## src/rtl/pll_power_sequencer_pkg.sv

```systemverilog
// Shared state encoding and bit positions for the PLL power sequencer.
// Latency: none (types and constants only).
// Backpressure: none.
package pll_power_sequencer_pkg;

  typedef enum logic [3:0] {
    ST_OFF     = 4'd0,
    ST_LOCKING = 4'd1,
    ST_SETTLE  = 4'd2,
    ST_RUNNING = 4'd3,
    ST_DRAIN   = 4'd4,
    ST_ERROR   = 4'd5
  } pll_state_t;

  // Status byte bit positions; bits [3:0] carry the state encoding.
  localparam int STS_BUSY  = 7;
  localparam int STS_ERROR = 6;
  localparam int STS_LOCK  = 5;
  localparam int STS_PWR   = 4;

  // Control register bit positions.
  localparam int CTL_ENABLE      = 0;
  localparam int CTL_CLEAR_ERROR = 1;

  // Consecutive unlocked cycles in RUNNING that count as a lost lock.
  localparam int LOSS_CYCLES = 4;

  // Busy covers every transitional state.
  function automatic logic is_busy(input pll_state_t s);
    return (s == ST_LOCKING) || (s == ST_SETTLE) || (s == ST_DRAIN);
  endfunction

endpackage

```

## src/rtl/lock_synchronizer.sv

```systemverilog
// Two-flop synchroniser bringing the asynchronous PLL lock into the oscillator domain.
// Latency: 2 clock edges from input change to output change.
// Backpressure: none.
module lock_synchronizer (
  input  logic i_clk,
  input  logic i_rst,
  input  logic i_async,
  output logic o_sync
);

  logic r_meta;
  logic r_sync;

  // Two-stage capture, both flops cleared by reset.
  always_ff @(posedge i_clk) begin
    if (i_rst) begin
      r_meta <= 1'b0;
      r_sync <= 1'b0;
    end else begin
      r_meta <= i_async;
      r_sync <= r_meta;
    end
  end

  assign o_sync = r_sync;

endmodule

```

## src/rtl/pll_power_sequencer.sv

```systemverilog
// PLL power/lock sequencer with glitch-free clock-select steering; PLL_SEQ_LOCK_LOSS_EN adds lock-loss recovery.
// Latency: writes land at edge t, FSM reacts at t+1; outputs registered from next-state; response is combinational.
// Backpressure: none; single-cycle write strobes are always accepted.
module pll_power_sequencer
  import pll_power_sequencer_pkg::*;
#(
  parameter int                           NUM_CLOCK_SELECTS   = 2,
  parameter int                           LOCK_TIMEOUT_CYCLES = 4096,
  parameter int                           SWITCH_HOLD_CYCLES  = 8,
  parameter logic [7:0]                   OPCODE_CONTROL      = 8'hA0,
  parameter logic [7:0]                   OPCODE_MASK         = 8'hA1,
  parameter logic [7:0]                   OPCODE_STATUS       = 8'hA2,
  parameter logic [NUM_CLOCK_SELECTS-1:0] RESET_MASK          = '1
) (
  input  logic                         clock_in,
  input  logic                         reset_in,
  input  logic [7:0]                   op_code_in,
  input  logic [7:0]                   operand_in,
  input  logic                         operand_valid_in,
  input  logic                         pll_locked_in,
  output logic [7:0]                   response_out,
  output logic                         pll_powerdown_n_out,
  output logic [NUM_CLOCK_SELECTS-1:0] clock_select_out
);

  localparam int TMO_W  = $clog2(LOCK_TIMEOUT_CYCLES + 1);
  localparam int HOLD_W = $clog2(SWITCH_HOLD_CYCLES + 1);
  localparam logic [TMO_W-1:0]  TMO_MAX   = TMO_W'(LOCK_TIMEOUT_CYCLES);
  localparam logic [TMO_W-1:0]  TMO_LAST  = TMO_W'(LOCK_TIMEOUT_CYCLES - 1);
  localparam logic [HOLD_W-1:0] HOLD_MAX  = HOLD_W'(SWITCH_HOLD_CYCLES);
  localparam logic [HOLD_W-1:0] HOLD_LAST = HOLD_W'(SWITCH_HOLD_CYCLES - 1);

  pll_state_t                   r_state;
  pll_state_t                   w_next;
  logic                         r_enable;
  logic                         r_clear;
  logic [NUM_CLOCK_SELECTS-1:0] r_mask;
  logic [NUM_CLOCK_SELECTS-1:0] r_applied;
  logic [NUM_CLOCK_SELECTS-1:0] r_sel;
  logic                         r_pwr_n;
  logic [TMO_W-1:0]             r_timeout;
  logic [HOLD_W-1:0]            r_hold;
  logic                         w_lock_s;
  logic                         w_ctl_wr;
  logic                         w_mask_wr;
  logic                         w_tmo_clr;
  logic                         w_hold_clr;
  logic                         w_pwr_n_next;
  logic [NUM_CLOCK_SELECTS-1:0] w_sel_next;
  logic [NUM_CLOCK_SELECTS-1:0] w_applied_next;
  logic                         w_loss_evt;
  logic                         w_lock_lost;
  logic [7:0]                   w_status;
  logic                         w_unused_operand;

  lock_synchronizer u_lock_sync (
    .i_clk   (clock_in),
    .i_rst   (reset_in),
    .i_async (pll_locked_in),
    .o_sync  (w_lock_s)
  );

  assign w_ctl_wr  = operand_valid_in && (op_code_in == OPCODE_CONTROL);
  assign w_mask_wr = operand_valid_in && (op_code_in == OPCODE_MASK);
  // Upper operand bits have no meaning for narrow masks.
  assign w_unused_operand = &{1'b0, operand_in};

`ifdef PLL_SEQ_LOCK_LOSS_EN
  localparam int LOSS_W = $clog2(LOSS_CYCLES + 1);
  logic [LOSS_W-1:0] r_loss_cnt;
  logic              r_lock_lost;

  // A disable request takes priority over lock-loss recovery.
  assign w_loss_evt  = (r_state == ST_RUNNING) && r_enable && !w_lock_s &&
                       (r_loss_cnt == LOSS_W'(LOSS_CYCLES - 1));
  assign w_lock_lost = r_lock_lost;

  // Count consecutive unlocked cycles while RUNNING; keep a sticky loss flag.
  always_ff @(posedge clock_in) begin
    if (reset_in) begin
      r_loss_cnt  <= '0;
      r_lock_lost <= 1'b0;
    end else begin
      if (r_state != ST_RUNNING || w_lock_s) begin
        r_loss_cnt <= '0;
      end else if (r_loss_cnt != LOSS_W'(LOSS_CYCLES)) begin
        r_loss_cnt <= r_loss_cnt + 1'b1;
      end
      if (w_loss_evt) begin
        r_lock_lost <= 1'b1;
      end else if (r_clear) begin
        r_lock_lost <= 1'b0;
      end
    end
  end
`else
  assign w_loss_evt  = 1'b0;
  assign w_lock_lost = 1'b0;
`endif

  // Next-state decode plus the output values that will be registered with it.
  always_comb begin
    w_next     = r_state;
    w_tmo_clr  = 1'b0;
    w_hold_clr = 1'b0;
    case (r_state)
      ST_OFF: begin
        if (r_enable) begin
          w_next    = ST_LOCKING;
          w_tmo_clr = 1'b1;
        end
      end
      ST_LOCKING: begin
        if (w_lock_s) begin
          w_next     = ST_SETTLE;
          w_hold_clr = 1'b1;
        end else if (r_timeout >= TMO_LAST) begin
          w_next = ST_ERROR;
        end
      end
      ST_SETTLE: begin
        if (!w_lock_s) begin
          w_next = ST_LOCKING;
        end else if (r_hold == HOLD_LAST) begin
          w_next = ST_RUNNING;
        end
      end
      ST_RUNNING: begin
        if (!r_enable) begin
          w_next     = ST_DRAIN;
          w_hold_clr = 1'b1;
        end else if (w_loss_evt) begin
          w_next    = ST_LOCKING;
          w_tmo_clr = 1'b1;
        end
      end
      ST_DRAIN: begin
        if (r_hold == HOLD_LAST) begin
          w_next = ST_OFF;
        end
      end
      ST_ERROR: begin
        if (r_clear) begin
          if (r_enable) begin
            w_next    = ST_LOCKING;
            w_tmo_clr = 1'b1;
          end else begin
            w_next = ST_OFF;
          end
        end
      end
      default: w_next = ST_LOCKING;
    endcase

    w_applied_next = r_applied;
    if (r_state == ST_SETTLE && w_next == ST_RUNNING) begin
      w_applied_next = r_mask;
    end
    w_pwr_n_next = (w_next == ST_LOCKING) || (w_next == ST_SETTLE) ||
                   (w_next == ST_RUNNING) || (w_next == ST_DRAIN);
    w_sel_next   = (w_next == ST_RUNNING) ? w_applied_next : '0;
  end

  // State and registered outputs.
  always_ff @(posedge clock_in) begin
    if (reset_in) begin
      r_state   <= ST_LOCKING;
      r_pwr_n   <= 1'b1;
      r_sel     <= '0;
      r_applied <= RESET_MASK;
    end else begin
      r_state   <= w_next;
      r_pwr_n   <= w_pwr_n_next;
      r_sel     <= w_sel_next;
      r_applied <= w_applied_next;
    end
  end

  // Saturating lock timeout, running across LOCKING and SETTLE.
  always_ff @(posedge clock_in) begin
    if (reset_in || w_tmo_clr) begin
      r_timeout <= '0;
    end else if ((r_state == ST_LOCKING || r_state == ST_SETTLE) && r_timeout != TMO_MAX) begin
      r_timeout <= r_timeout + 1'b1;
    end
  end

  // Saturating hold counter shared by SETTLE and DRAIN.
  always_ff @(posedge clock_in) begin
    if (reset_in || w_hold_clr) begin
      r_hold <= '0;
    end else if ((r_state == ST_SETTLE || r_state == ST_DRAIN) && r_hold != HOLD_MAX) begin
      r_hold <= r_hold + 1'b1;
    end
  end

  // Control and mask registers; clear_error lives for exactly one cycle.
  always_ff @(posedge clock_in) begin
    if (reset_in) begin
      r_enable <= 1'b1;
      r_clear  <= 1'b0;
      r_mask   <= RESET_MASK;
    end else begin
      r_clear <= w_ctl_wr && operand_in[CTL_CLEAR_ERROR];
      if (w_ctl_wr) begin
        r_enable <= operand_in[CTL_ENABLE];
      end
      if (w_mask_wr) begin
        r_mask <= operand_in[NUM_CLOCK_SELECTS-1:0];
      end
    end
  end

  always_comb begin
    w_status            = {4'h0, 4'(r_state)};
    w_status[STS_BUSY]  = is_busy(r_state);
    w_status[STS_ERROR] = (r_state == ST_ERROR) || w_lock_lost;
    w_status[STS_LOCK]  = w_lock_s;
    w_status[STS_PWR]   = r_pwr_n;
  end

  assign response_out        = (op_code_in == OPCODE_STATUS) ? w_status : 8'h00;
  assign pll_powerdown_n_out = r_pwr_n;
  assign clock_select_out    = r_sel;

endmodule

```

## config.mk

```make
export PLATFORM = sky130hd
export DESIGN_NAME = pll_power_sequencer
export DESIGN_NICKNAME = d
export VERILOG_FILES = /design/src/rtl/pll_power_sequencer_pkg.sv /design/src/rtl/lock_synchronizer.sv /design/src/rtl/pll_power_sequencer.sv
export SDC_FILE = /design/constraint.sdc
export NUM_CORES = 1
export LEC_CHECK = 0
export CAP_MARGIN = 5
export CORE_ASPECT_RATIO = 1.4
export CORE_MARGIN = 1.5
export CORE_UTILIZATION = 40
export DETAILED_ROUTE_END_ITERATION = 6
export PLACE_DENSITY = 0.7
export SETUP_SLACK_MARGIN = 0.5
export SYNTH_ARGS = -nofsm -noshare
export SYNTH_HDL_FRONTEND = slang
export SYNTH_SLANG_ARGS = --single-unit
export TNS_END_PERCENT = 5
```

## constraint.sdc

```tcl
create_clock -name clock_in -period 4.9 [get_ports clock_in]
set_input_delay 0.49 -clock clock_in [delete_from_list [all_inputs] [get_ports clock_in]]
set_output_delay 0.49 -clock clock_in [all_outputs]
set_load 0.02 [all_outputs]
```

Word level (Yosys, flattened, before mapping)
Cells that the tools add are included.
{ "classes": {"order_cmp": 1, "muxes": 18, "addsub": 2, "multipliers": 0, "eq_ne": 15, "n_bitwise": 1, "reduce_logical": 16, "shifts": 0, "div": 0} }
{ "ops": {"columns": ["cell", "count"], "rows": [
  ["4-bit two-way mux", 8],
  ["8-bit == test (second input constant)", 3],
  ["4-bit case mux with 6 select lines", 1],
  ["4-bit by 2-bit == test with 1-bit output (second input constant)", 4],
  ["4-bit by 3-bit == test with 1-bit output (second input constant)", 4],
  ["13-bit by 1-bit adder with 13-bit output (second input constant)", 1],
  ["13-bit by 12-bit greater-or-equal comparator with 1-bit output (second input constant)", 1],
  ["13-bit inequality test (second input constant)", 1],
  ["4-bit by 1-bit == test with 1-bit output (second input constant)", 2],
  ["1-bit logical OR", 8],
  ["8-bit two-way mux", 1],
  ["1-bit logical AND", 6],
  ["1-bit two-way mux", 5],
  ["4-bit by 1-bit adder with 4-bit output (second input constant)", 1],
  ["4-bit zero test", 1],
  ["4-bit inequality test (second input constant)", 1],
  ["1-bit case mux with 2 select lines", 2],
  ["2-bit two-way mux", 1],
  ["2-bit OR reduction", 1],
  ["1-bit inverter", 1]
]} }
{ "totals": {"ram_bits": 0, "rom_bits": 0, "input_bits": 20, "elab_cells": 64, "latchBits": 0, "memories": 0, "regBits": 32, "out_inout_bits": 11} }

Longest topological paths before layout
{ "depth": {"depth_word": 8, "ltp_mapped": 7, "mapped_depth_nobuf": 7} }

Cells and area by module
Synthesis repeated with hierarchy kept, for this count alone.
{ "hier_totals": {"hier_cells": 201, "area_unflattened_um2": 1769.2} }
{ "modules_own_cells": {"columns": ["mod", "seq_area_each_um2", "n_inst", "cells_per_inst", "area_per_inst_um2"], "rows": [
  ["pll_power_sequencer", 600.6, 1, 197, 1716.6],
  ["lock_synchronizer", 40.0, 1, 4, 52.6]
]} }

Worst setup path before layout
OpenSTA, ideal clock, no wires.
{ "synth_path": {"path_kind": "input-to-output", "from": "input op_code_in[3]", "to": "output response_out[6]", "n_path_buf": 0, "required_time_ps": 4410, "setup_slack_ps": 2198, "path_stages": 5, "arrival_ps": 2212, "cell_sequence": "nor4b_1 > nand3b_1 > nor3b_1 > and2_1 > nor3b_1"} }
{ "synth_between": {"elab_chain_len": 2} }
{ "synth_lines": {"columns": ["element", "line", "rtl"], "rows": [
  ["from (decl)", "pll_power_sequencer.sv:17", "input logic [7:0] op_code_in,"],
  ["8-bit == test", "pll_power_sequencer.sv:222", "assign response_out = (op_code_in == OPCODE_STATUS) ? w_status : 8'h00;"],
  ["8-bit two-way mux", "pll_power_sequencer.sv:222", null],
  ["to (decl)", "pll_power_sequencer.sv:21", "output logic [7:0] response_out,"]
]} }
No other way between the ends.

Final worst setup path
Ends and elaborated chain as after synthesis.

==> results.txt <==
- The flow ran to the end, and the final reports show no timing, DRC or antenna violations.
- Count of antenna-violating nets left after detailed routing: 0
- In this run the worst hold path is classified as flip-flop to flip-flop.
- CTS tree: yes
* Global Route Usage Sum: 17.20%
- The number of max-slew violations in the final report was 0.
* Number of global-route vias before repair: 1449
- The synthesized design contains 32 register bits.
- The number of clock buffers added by TritonCTS is 5.
- Static timing analysis puts the maximum clock frequency at 0.3084 GHz.
* Sequential area share after synthesis: 38.38%
- Fraction of layout cells with a size suffix above 1: 3.913%
* Setup_tns: 0 ps
- Summing the areas of all compound-gate instances in the mapped netlist gives 15.29% of the synthesized area.
- Counting distinct cell types in the post-synthesis netlist gives 44.
* Hold EP: u_lock_sync.o_sync
* Root Driver: sky130_fd_sc_hd__clkbuf_8
- Mapped Area: 0.001669 mm²
- Counting every net in the synthesized netlist gives 227.
* Post-detailed-route wirelength per cell: 12.93 µm
- DIE HEIGHT: 79.43 µm
- Mapped Cells: 203
* Largest vdd supply drop: 0.2016 mV
- On the final layout, the worst clock skew is 6.192 ps.
* Number of buffers inserted for hold repair after clock tree synthesis: 0
* Iter 0 DRT Violations: 56
- The startpoint identified for the worst register-to-register timing path is r_state[2].
- Core area: 0.003953 mm²
- Total number of vias: 1495
- Clk pin slew, worst setup/hold paths: 60 ps
- Vias per inst: 5.476
- No sink is reached through more buffers than the 2 on the longest clock path.
- Entering global routing, the biggest net connects 14 pins.
- Sum of overflow across all layers after global routing: 0
- Source-to-sink clock delay at the later pin of the worst-skew pair: 280 ps
- At the worst endpoint, the arrival time is 2750 ps.
- Final wirelength: 3529 µm
- Wire length of the first global-routing pass: 6134 µm
- Ports: 31
- The design draws 0.5123 mW.
- Max-cap violations in this run came to 0.
- Die outline width: 57.60 µm
- At the worst endpoint, the required time is 4410 ps.
- Xor-xnor portion of the synthesized cell area: 5.772%
* Core Rows: 27
- Static Leak: 0.7303 nW
- Synth-to-layout area growth: 21.89%
- Critical path class: input port to output pin
- Worst Min Path Start: u_lock_sync.r_meta
- Buffers added to address setup during post-CTS repair amount to 0.
- 0 antenna diodes ended up in the layout.
* Endpoint kind of the worst setup timing path: output pin
* Length in cells of the worst reg-to-reg path: 4
- Setup violations remaining at the end of the flow were counted as 0.
* Total number of yosys warnings: 0
* Mux cell area share after synthesis: 2.999%
- Worst reg-to-reg setup slack: 2950 ps
* Total Nets Final: 253
- Detail Placement HPWL: 2640 µm
* Simple-gate share of the synthesized area: 30.28%
* Final period demand of the worst path: 3242 ps
- Maximum fanout count along the critical path: 7
* Full die area: 0.004575 mm²
* Final number of hold-violating endpoints: 0
* Effective utilization at floorplan: 42.23%
- Summing the areas of all fa, ha and maj instances in the mapped netlist gives 2.999% of the synthesized area.
* Number of H-tree levels: 2
- Measured against its own limit, the worst slew margin works out to 63.68%.
- Counting instances, the worst hold path has a depth of 1.
- Before antenna repair, the detailed router went through 4 iterations.
- Count of clock tree sinks: 32
* Final routed DRC violation total: 0
* Port buffer count: 24
- Combinational family with the most area after synthesis: simple AND/OR/NAND/NOR gates
* Final Wtd Congestion: 0.7724
* Antenna violations before repair: 0
- Pwr Density: 251.8 mW/mm²
- At the pin with the least slew margin, the transition time is 540.1 ps.
- The endpoint identified for the worst register-to-register timing path is r_timeout[11].
* Share of the cycle needed by the critical path after routing: 66.17%
- Post-CTS repair changed the size of 0 cells.
- Unrepaired setup endpoints after global routing: false
* Mapped Avg Cell Area: 8.222 µm²
- Fill cells: 397
- Nature of the critical path startpoint: input port
==> logic make-up after synthesis <==
kind of cell	Yosys count
AOI/OAI and AO/OA	40
xor gates and xnor gates	11
adders and majority gates	4
buffers and inverters	17
DFF	32
muxes	5
other	1
and+or+nand+nor	93
==> metrics by stage <==
stage	util, %	area (µm²)	worst slack (ps)	instances	hold slack, ps
5_1_grt	51.47	2034	1370	273	479.7
6_report	51.47	2034	1658	273	445.5
3_5_place_dp	49.19	1944	1640	265	444.7
4_1_cts	51.47	2034	1633	273	460.1
3_3_place_gp	49.19	1944	1660	265	424.6
2_1_floorplan	-	1669	2198	203	413.8
==> where the power goes <==
| group | total (mW) | internal, mW | switching, mW | leakage [nW] |
|---|---|---|---|---|
| clock | 0.203 | 0.114 | 0.0887 | 0.0455 |
| sequential | 0.270 | 0.265 | 0.00522 | 0.259 |
| combinational | 0.0395 | 0.0208 | 0.0188 | 0.425 |
| total | 0.512 | 0.400 | 0.113 | 0.730 |
==> area by class of cell <==
class | count | area [µm²] | area share (%)
Multi-Input combinational cell | 154 | 960.9 | 47.23
Sequential cell | 32 | 640.6 | 31.49
Timing Repair Buffer | 25 | 247.7 | 12.18
Clock buffer | 8 | 90.09 | 4.428
Tap cell | 43 | 53.80 | 2.645
Inverter | 11 | 41.29 | 2.030
==> worst max-delay path by stage <==
stage | startpoint | to | slack, ps | cells after the start
2_1_floorplan | op_code_in[3] | response_out[6] | 2200 | 5
3_3_place_gp | op_code_in[3] | response_out[6] | 1660 | 8
3_5_place_dp | op_code_in[3] | response_out[6] | 1640 | 8
4_1_cts | op_code_in[3] | response_out[6] | 1630 | 8
5_1_grt | op_code_in[3] | response_out[6] | 1370 | 8
6_report | op_code_in[3] | response_out[6] | 1660 | 8
==> cells in the mapped netlist, drive strengths merged <==
cell type / n / share of area, %
dfxtp: 32 / 38
nor2: 21 / 4.7
nand2: 15 / 3.4
o21ai: 12 / 3.6
a21oi: 11 / 3.3
inv: 11 / 2.5
and2: 7 / 2.7
nand3: 7 / 2.1
or3: 6 / 2.2
xnor2: 6 / 3.1
and3: 5 / 1.9
mux2i: 5 / 3.0
nand4: 5 / 1.9
nor2b: 5 / 1.9
xor2: 5 / 2.6
clkbuf: 4 / 0.97
ha: 4 / 3.0
nand2b: 4 / 1.5
nand3b: 3 / 1.3
nor3: 3 / 0.90
nor3b: 3 / 1.3
nor4b: 3 / 1.6
a32oi: 2 / 1.0
and4: 2 / 1.0
buf: 2 / 0.60
nor4: 2 / 0.75
o22ai: 2 / 0.75
o31a: 2 / 1.0
a211o: 1 / 0.52
a22oi: 1 / 0.45
a31oi: 1 / 0.38
a41o: 1 / 0.60
conb: 1 / 0.22
o2111ai: 1 / 0.52
o211ai: 1 / 0.45
o21a: 1 / 0.45
o221ai: 1 / 0.52
o311ai: 1 / 0.52
o31ai: 1 / 0.45
o41a: 1 / 0.67
or2: 1 / 0.38
or4: 1 / 0.67
==> cells in the final DEF, fill, tap and decap left out, types with 7 or more instances in the layout <==
master,count
sky130_fd_sc_hd__nand3_1,7
sky130_fd_sc_hd__a21oi_1,11
sky130_fd_sc_hd__inv_1,11
sky130_fd_sc_hd__clkdlybuf4s50_1,24
sky130_fd_sc_hd__o21ai_0,12
sky130_fd_sc_hd__nand2_1,15
sky130_fd_sc_hd__dfxtp_1,32
sky130_fd_sc_hd__nor2_1,21
==> critical path, stage by stage <==
cell                              delay [ps]
sky130_fd_sc_hd__clkdlybuf4s50_1         400
sky130_fd_sc_hd__nor4b_1                 320
sky130_fd_sc_hd__nand3b_1                200
sky130_fd_sc_hd__nor3b_1                 230
sky130_fd_sc_hd__buf_4                   180
sky130_fd_sc_hd__and2_1                  140
sky130_fd_sc_hd__nor3b_1                 170
sky130_fd_sc_hd__clkdlybuf4s50_1         630
==> state kept, by name, summed over array words and instances, names as in the netlist <==
register and flops:
r_mask 2, pll_powerdown_n_out 1, u_lock_sync.r_meta 1, r_applied 2, r_clear 1, r_enable 1, r_hold 4, r_state 4
r_timeout 13, u_lock_sync.o_sync 1, clock_select_out 2
==> per-layer routing <==
layer	share of wire [%]	global-route usage, %	wire length (µm)	vias to the layer above
met5	0	0	0	-
met4	1.4	8.605	51	0
met3	2.4	3.566	84	6
met2	54	32.16	1912	17
met1	42	17.48	1481	698
li1	-	-	-	774
Note: power is estimated with default switching activity, not from simulation.
